### config.mk
export PLATFORM = sky130hd
export DESIGN_NAME = hwpe_stream_tcdm_fifo_store_sidech
export DESIGN_NICKNAME = d
export VERILOG_FILES = /design/src/rtl/hwpe_stream_tcdm_fifo_store_sidech.sv
export SDC_FILE = /design/constraint.sdc
export NUM_CORES = 1
export LEC_CHECK = 0
export BUFFER_PORTS_ARGS = -buffer_cell sky130_fd_sc_hd__buf_2
export CORE_ASPECT_RATIO = 1.25
export CORE_MARGIN = 2
export CORE_UTILIZATION = 45
export CTS_CLUSTER_SIZE = 12
export DETAILED_ROUTE_END_ITERATION = 10
export MAX_ROUTING_LAYER = met4
export PLACE_DENSITY_LB_ADDON = 0.25
export SLEW_MARGIN = 20
export SYNTH_ARGS = -nofsm -noshare
export SYNTH_HDL_FRONTEND = slang
export SYNTH_SLANG_ARGS = --single-unit
### constraint.sdc
create_clock -name clk_i -period 13.1 [get_ports clk_i]
set_clock_uncertainty 0.05 [all_clocks]
set_input_delay 1.965 -clock clk_i [delete_from_list [all_inputs] [get_ports clk_i]]
set_output_delay 1.965 -clock clk_i [all_outputs]
set_load 0.01 [all_outputs]
### src/rtl/hwpe_stream_tcdm_fifo_store_sidech.sv
// Store-side TCDM decoupler: request FIFO, outstanding-store tracking, in-order sidechannel return; err_o via HWPE_STREAM_TCDM_STORE_ERR_EN.
// Latency: >=1 cycle slv->mst (no fall-through). Backpressure: slv_gnt_o=!full; issue stalls at MAX_OUTSTANDING.
module hwpe_stream_tcdm_fifo_store_sidech #(
   parameter int unsigned FIFO_DEPTH      = 8,
   parameter int unsigned MAX_OUTSTANDING = 4,
   parameter int unsigned SIDECH_WIDTH    = 1
) (
   input  logic                    clk_i,
   input  logic                    rst_i,
   input  logic                    clear_i,
   output logic                    flags_empty_o,
   input  logic                    slv_req_i,
   output logic                    slv_gnt_o,
   input  logic [31:0]             slv_add_i,
   input  logic                    slv_wen_i,
   input  logic [3:0]              slv_be_i,
   input  logic [31:0]             slv_data_i,
   input  logic [SIDECH_WIDTH-1:0] sidech_i,
   output logic                    mst_req_o,
   input  logic                    mst_gnt_i,
   output logic [31:0]             mst_add_o,
   output logic                    mst_wen_o,
   output logic [3:0]              mst_be_o,
   output logic [31:0]             mst_data_o,
   input  logic                    mst_r_valid_i,
   output logic [SIDECH_WIDTH-1:0] sidech_o,
   output logic                    sidech_valid_o
`ifdef HWPE_STREAM_TCDM_STORE_ERR_EN
   ,
   output logic                    err_o
`endif
);

   localparam int unsigned AW = $clog2(FIFO_DEPTH);
   localparam int unsigned TW = (MAX_OUTSTANDING > 1) ? $clog2(MAX_OUTSTANDING) : 1;
   localparam int unsigned CW = $clog2(MAX_OUTSTANDING + 1);

   typedef struct packed {
      logic [31:0]             add;
      logic [3:0]              be;
      logic [31:0]             data;
      logic [SIDECH_WIDTH-1:0] sidech;
   } entry_t;

   entry_t                  fifo_mem [FIFO_DEPTH];
   logic [AW:0]             wr_ptr;
   logic [AW:0]             rd_ptr;
   entry_t                  head;
   entry_t                  wr_entry;
   logic                    fifo_empty;
   logic                    fifo_full;
   logic                    push;
   logic                    pop;
   logic                    flush;
   logic [SIDECH_WIDTH-1:0] trk_mem [MAX_OUTSTANDING];
   logic [TW-1:0]           trk_wr;
   logic [TW-1:0]           trk_rd;
   logic [CW-1:0]           outstanding;
   logic                    resp_ok;

   function automatic logic [TW-1:0] trk_next(input logic [TW-1:0] idx);
      return (idx == TW'(MAX_OUTSTANDING - 1)) ? '0 : idx + TW'(1);
   endfunction

   assign flush      = rst_i | clear_i;
   // Extra pointer bit distinguishes full from empty when the indices match.
   assign fifo_empty = (wr_ptr == rd_ptr);
   assign fifo_full  = (wr_ptr[AW] != rd_ptr[AW]) && (wr_ptr[AW-1:0] == rd_ptr[AW-1:0]);
   assign slv_gnt_o  = !fifo_full;

`ifdef HWPE_STREAM_TCDM_STORE_ERR_EN
   // A load request is granted so the streamer does not hang, but never stored.
   assign push = slv_req_i & slv_gnt_o & ~slv_wen_i;
`else
   logic unused_wen;
   assign unused_wen = slv_wen_i;
   assign push = slv_req_i & slv_gnt_o;
`endif

   assign wr_entry.add    = slv_add_i;
   assign wr_entry.be     = slv_be_i;
   assign wr_entry.data   = slv_data_i;
   assign wr_entry.sidech = sidech_i;

   assign head       = fifo_mem[rd_ptr[AW-1:0]];
   assign mst_req_o  = !fifo_empty && (outstanding < CW'(MAX_OUTSTANDING));
   assign pop        = mst_req_o & mst_gnt_i;
   assign mst_wen_o  = 1'b0;
   assign mst_add_o  = fifo_empty ? '0 : head.add;
   assign mst_be_o   = fifo_empty ? '0 : head.be;
   assign mst_data_o = fifo_empty ? '0 : head.data;

   assign resp_ok        = mst_r_valid_i && (outstanding != '0);
   assign sidech_valid_o = resp_ok;
   assign sidech_o       = (outstanding != '0) ? trk_mem[trk_rd] : '0;
   assign flags_empty_o  = fifo_empty && (outstanding == '0);

   always_ff @(posedge clk_i) begin
      if (flush) begin
         wr_ptr <= '0;
         rd_ptr <= '0;
      end else begin
         if (push) wr_ptr <= wr_ptr + 1'b1;
         if (pop)  rd_ptr <= rd_ptr + 1'b1;
      end
   end

   always_ff @(posedge clk_i) begin
      if (push) fifo_mem[wr_ptr[AW-1:0]] <= wr_entry;
      if (pop)  trk_mem[trk_wr] <= head.sidech;
   end

   // Tracking-queue occupancy always equals the outstanding count.
   always_ff @(posedge clk_i) begin
      if (flush) begin
         trk_wr      <= '0;
         trk_rd      <= '0;
         outstanding <= '0;
      end else begin
         if (pop)     trk_wr <= trk_next(trk_wr);
         if (resp_ok) trk_rd <= trk_next(trk_rd);
         if (pop && !resp_ok)      outstanding <= outstanding + CW'(1);
         else if (!pop && resp_ok) outstanding <= outstanding - CW'(1);
      end
   end

`ifdef HWPE_STREAM_TCDM_STORE_ERR_EN
   always_ff @(posedge clk_i) begin
      if (flush) begin
         err_o <= 1'b0;
      end else if ((mst_r_valid_i && (outstanding == '0)) || (slv_req_i && slv_wen_i)) begin
         err_o <= 1'b1;
      end
   end
`endif

endmodule

==> Yosys cells after proc, flatten, opt, wreduce, memory -nomap -nowiden <==
Memories as Yosys holds them, arrays and structs flattened. A register that Yosys moved wholly into a read port is not among the register bits.
Index checks and enable logic that the tools add are counted.
{ "classes": {"bitwise": 3, "n_addsub": 6, "n_mux": 16, "magnitude_cmp": 1, "reduce_logical": 13, "eq_ne": 5} }
{ "ops": {"columns": ["cell", "n"], "rows": [
  ["$mux 32", 2],
  ["$mux 3", 4],
  ["$add 4x1->4 const B", 2],
  ["$mux 2", 4],
  ["$logic_and 1x1->1", 6],
  ["$mux 1", 5],
  ["$add 2x1->2 const B", 2],
  ["$eq 2x2->1 const B", 2],
  ["$eq 4x4->1", 1],
  ["$logic_not 1->1", 4],
  ["$mux 4", 1],
  ["$add 3x1->3 const B", 1],
  ["$eq 3x3->1", 1],
  ["$logic_not 3->1", 1],
  ["$lt 3x3->1 const B", 1],
  ["$reduce_bool 3->1", 1],
  ["$sub 3x1->3 const B", 1],
  ["$and 1x1->1", 2],
  ["$reduce_bool 2->1", 1],
  ["$ne 1x1->1", 1],
  ["$or 1x1->1", 1]
]} }
{ "word_totals": {"elab_cells": 51, "output_inout_bits": 74, "reg_bits": 15, "ramBits": 556, "mem_count": 2} }
{ "mem_list": {"columns": ["memory", "depth", "width", "read_ports", "rd_ports_with_merged_regs", "write_ports", "line_no", "source"], "rows": [
  ["fifo_mem", 8, 69, 1, 1, 1, "45", "entry_t fifo_mem [FIFO_DEPTH];"],
  ["trk_mem", 4, 1, 1, 1, 1, "55", "logic [SIDECH_WIDTH-1:0] trk_mem [MAX_OUTSTANDING];"]
]} }

==> Logic depth before layout (Yosys ltp) <==
{ "logic_depth": {"word_depth": 8, "depth_mapped": 10} }

==> Worst setup path before layout <==
OpenSTA, ideal clock, no wires.
{ "synth_path": {"kind": "input port to flip-flop", "from": "input slv_req_i", "to": "memory fifo_mem[0][0] in the netlist's numbering, enable pin", "arrival_time_ps": 7105, "setup_ps": 581, "slack_ps": 5364, "n_path_buf": 0, "t_required_ps": 12469, "stages": 4, "path_cell_list": "inv_1 a41oi_4 nand2b_1 nor3_1"} }
{ "synth_via": {"elab_chain_len": 3} }
{ "synth_rtl": {"columns": ["item", "line_no", "source"], "rows": [
  ["from (decl)", "12", "input logic slv_req_i,"],
  ["$and 1x1->1", "77", "assign push = slv_req_i & slv_gnt_o;"],
  ["$mux 1", "109", "if (push) fifo_mem[wr_ptr[AW-1:0]] <= wr_entry;"],
  ["$mux 1 (implied by the code)", "109", null],
  ["to (decl)", "45", null]
]} }
No other way between the ends.

==> Final worst setup path <==
{ "layout_path": {"from": "register wr_ptr[1]", "to": "output mst_add_o[2]"} }
{ "layout_via": {"elab_chain_len": 2} }
{ "layout_rtl": {"columns": ["item", "line_no", "source"], "rows": [
  ["from (decl)", "46", "logic [AW:0] wr_ptr;"],
  ["from (signal assigned)", "103", "if (push) wr_ptr <= wr_ptr + 1'b1;"],
  ["$eq 4x4->1", "67", "assign fifo_empty = (wr_ptr == rd_ptr);"],
  ["$mux 32", "89", "assign mst_add_o = fifo_empty ? '0 : head.add;"],
  ["to (decl)", "21", "output logic [31:0] mst_add_o,"]
]} }
No other way between the ends.

==> metrics.md <==
| Metric | Value |
|---|---|
| Status | `finished, final reports clean` |
| Clock Sinks | `576` |
| Die X | `203.1 um` |
| Minimum clock period after layout | `5.398 ns` |
| Total power | `3.642 mW` |
| Max FO, Critical Path | `46` |
| Synth Warn # | `0` |
| # H-tree levels | `2` |
| Cell class contributing the biggest share of worst-path delay | `simple AND/OR/NAND/NOR gates` |
| Chip Height | `252.8 um` |
| Max Buffers Root-to-Sink | `3` |
| Syn nets | `1082` |
| Unrepaired setup endpoints after global routing | `false` |
| Synth Flop Type | `edfxtp_1` |
| Post-synth EDFFs | `556` |
| # nets final | `1255` |
| Pwr dens | `143.8 nW/um2` |
| Resize count post-CTS | `0` |
| CTS buffer count | `56` |
| DIE AREA | `roughly 51000 um2` |
| Type of origin of the critical path | `flip-flop` |
| Gr ovfl total | `0` |
| Crit share post-route | `0.4120` |
| Port bufs | `147` |
| DP Wirelength | `22760 um` |
| Worst skew pair latency | `about 0.58 ns` |
| Routed WL | `44250 um` |
| Initial antenna violation count | `7` |
| Slew margin rel. | `0.3025` |
| Antenna viol nets, final | `0` |
| Starting DRT DRC Count | `631` |
| Crit path cell chain | `xnor2_2, nand3_2, nor2_4, buf_4, nor2_1, buf_2` |
| Clock Tree Root | `clkbuf_16` |
| Critical path startpoint | `wr_ptr[1]` |
| HP Start | `rd_ptr[3]` |
| Final slew viol count | `0` |
| Max Cap Viol | `0` |
| Via density | `about 5.4` |
| Setup CP Type | `reg2out` |
| Post-Synthesis Cell Area | `between 20000 and 25000 um2` |
| Syn Inst Count | `997` |
| WL/cell | `23.80 um` |
| TritonCTS clock tree | `yes` |
| GP Congestion | `0.6797` |
| # hold bufs at CTS | `0` |
| Layout cells sized above 1 | `0.3158` |
| Yosys top cell by area | `edfxtp_1` |
| CP endpoint kind | `output port` |
| Asr flop ratio synth | `0` |
| Global router's overall resource usage | `0.1791` |
| Synth area leaders | `edfxtp_1 75%, mux4_2 13%, mux2i_1 3.2%` |
| Vias | `10060` |
| Fmax | `185.3 MHz` |
| Post-synthesis sequential area ratio | `0.7670` |
| Reg clk slew, reported paths | `0.06 ns` |
| Vias in the first global route | `approximately 11000` |
| Yosys reg bits | `576` |
| Final Worst Setup Slack | `approximately 7.7 ns` |
| Slowest stage cell, crit path | `buf_4` |
| # rows | `91` |
| Largest net degree at the start of global routing | `115` |
| Crit path DAT | `approximately 3.4 ns` |
| Reg-to-reg startpoint | `wr_ptr[2]` |
| DR pass1 iterations | `4` |
| Initial Util | `0.4532` |
| Synth cell types | `39` |
| I/O Pins | `150` |
| Setup Buffers After CTS | `0` |
| Worst vdd ir | `0.09538 mV` |
| Final setup vio count | `0` |
| Leakage power | `8.050 nW` |
| Synth Area per Inst | `roughly 22 um2` |
| FILL cells | `3982` |
| Hold Fails Final Rpt | `0` |
| WP data required | `11.09 ns` |
| Drt drc | `0` |
| Pre-CTS setup slack | `between 8 and 9 ns` |
| Core box area | `around 49000 um2` |
| Peak per-stage delay on the critical path | `0.75 ns` |
| Sum Neg Setup Slack | `0 ns` |
| Slew @ Worst Pin | `1.046 ns` |
| Top-area cell type share of the netlist area | `0.7490` |
| Global-route wire length before repair | `65880 um` |
| WP buf/inv | `2` |
| Area Overhead vs Synth | `13.63%` |
| Min-Delay Path Class | `reg2reg` |
## synthesized netlist by cell type (4+ instances only)
cell,count
mux4_2,126
ha_1,8
buf_6,18
clkbuf_1,5
edfxtp_1,556
buf_2,12
a21oi_1,4
nor3_1,4
mux4_1,13
inv_1,7
nand2_1,9
dfxtp_1,20
nand3_1,4
and2_1,4
buf_4,4
nor2_1,83
mux2i_1,72
buf_1,11
## metal layers
metal,vias up,GRT usage,share of wire
met5,-,-,0
met4,0,0.04692,0.021
met3,62,0.03166,0.048
met2,202,0.3007,0.51
met1,5334,0.2275,0.42
li1,4463,-,-
## power by group
group	internal, mW	leakage [nW]	total [mW]	switching [mW]
logic	0.0570	2.06	0.143	0.0860
clock network	0.813	0.776	1.45	0.635
registers	2.04	5.21	2.05	0.00733
## kinds of logic after synthesis
| logic type | Yosys count | synth area share |
|---|---|---|
| AO/OA/AOI/OAI | 15 | 0.006174 |
| buffers and inverters | 58 | 0.01768 |
| flip-flops | 576 | 0.7670 |
| AND/OR/NAND/NOR | 117 | 0.02324 |
| multiplexers | 212 | 0.1755 |
| other | 1 | 0.0001682 |
| XOR/XNOR | 9 | 0.004884 |
| adder cells (fa/ha/maj) | 9 | 0.005389 |
## worst paths after layout
check	slack [ns]	cells past startpoint	to
hold / removal	0.48	2	rd_ptr[3]
setup reg to reg	9.82	5	fifo_mem[4][31]
setup / recovery	7.70	6	mst_add_o[2]
hold reg to reg	0.48	2	rd_ptr[3]
## worst reg2reg max path, delay by kind of cell, from the launching register on
family          cells  cell delay [ns]
simple gates        2             0.99
buf+inv             1             0.75
xor+xnor            1             0.19
compound gates      1             0.38
flops               1             0.51
## cell type report
class,instances,area [um2],share of cell area
sequential,576,17110,0.6754
inverter,7,27.53,0.001087
multi-input combinational,363,4847,0.1914
timing repair buffer,166,910.9,0.03596
antenna,8,20.02,0.0007904
clock buffer,81,1556,0.06145
tap,651,814.5,0.03216
clock inverter,7,43.79,0.001729
## cells in the final DEF, fill, tap and decap left out, types with 6 or more instances in the layout
cell type	instances
clkbuf_1	20
buf_4	17
ha_1	8
diode_2	8
inv_1	6
mux4_1	13
mux4_2	126
clkbuf_16	57
edfxtp_1	556
nor2_4	6
mux2i_1	72
buf_2	147
nor2_1	78
dfxtp_1	17
nand2_1	9
## per-stage QoR
stage	cells	util	area (um2)	hold WS [ns]
floorplan	997	-	22290	0.4446
global placement	1762	0.4814	23680	0.4674
detailed placement	1763	0.4820	23710	0.4830
CTS	1851	0.5145	25310	0.4885
global route	1857	0.5148	25320	0.5370
finish	1859	0.5149	25330	0.4798
## registers in the layout, summed over array words and instances (netlist names), named ones only
signal and cells:
trk_rd 2, trk_mem 4, wr_ptr 4, fifo_mem 552
rd_ptr 4, outstanding 3, trk_wr 2
No activity file was read; power rests on OpenSTA's default activity.
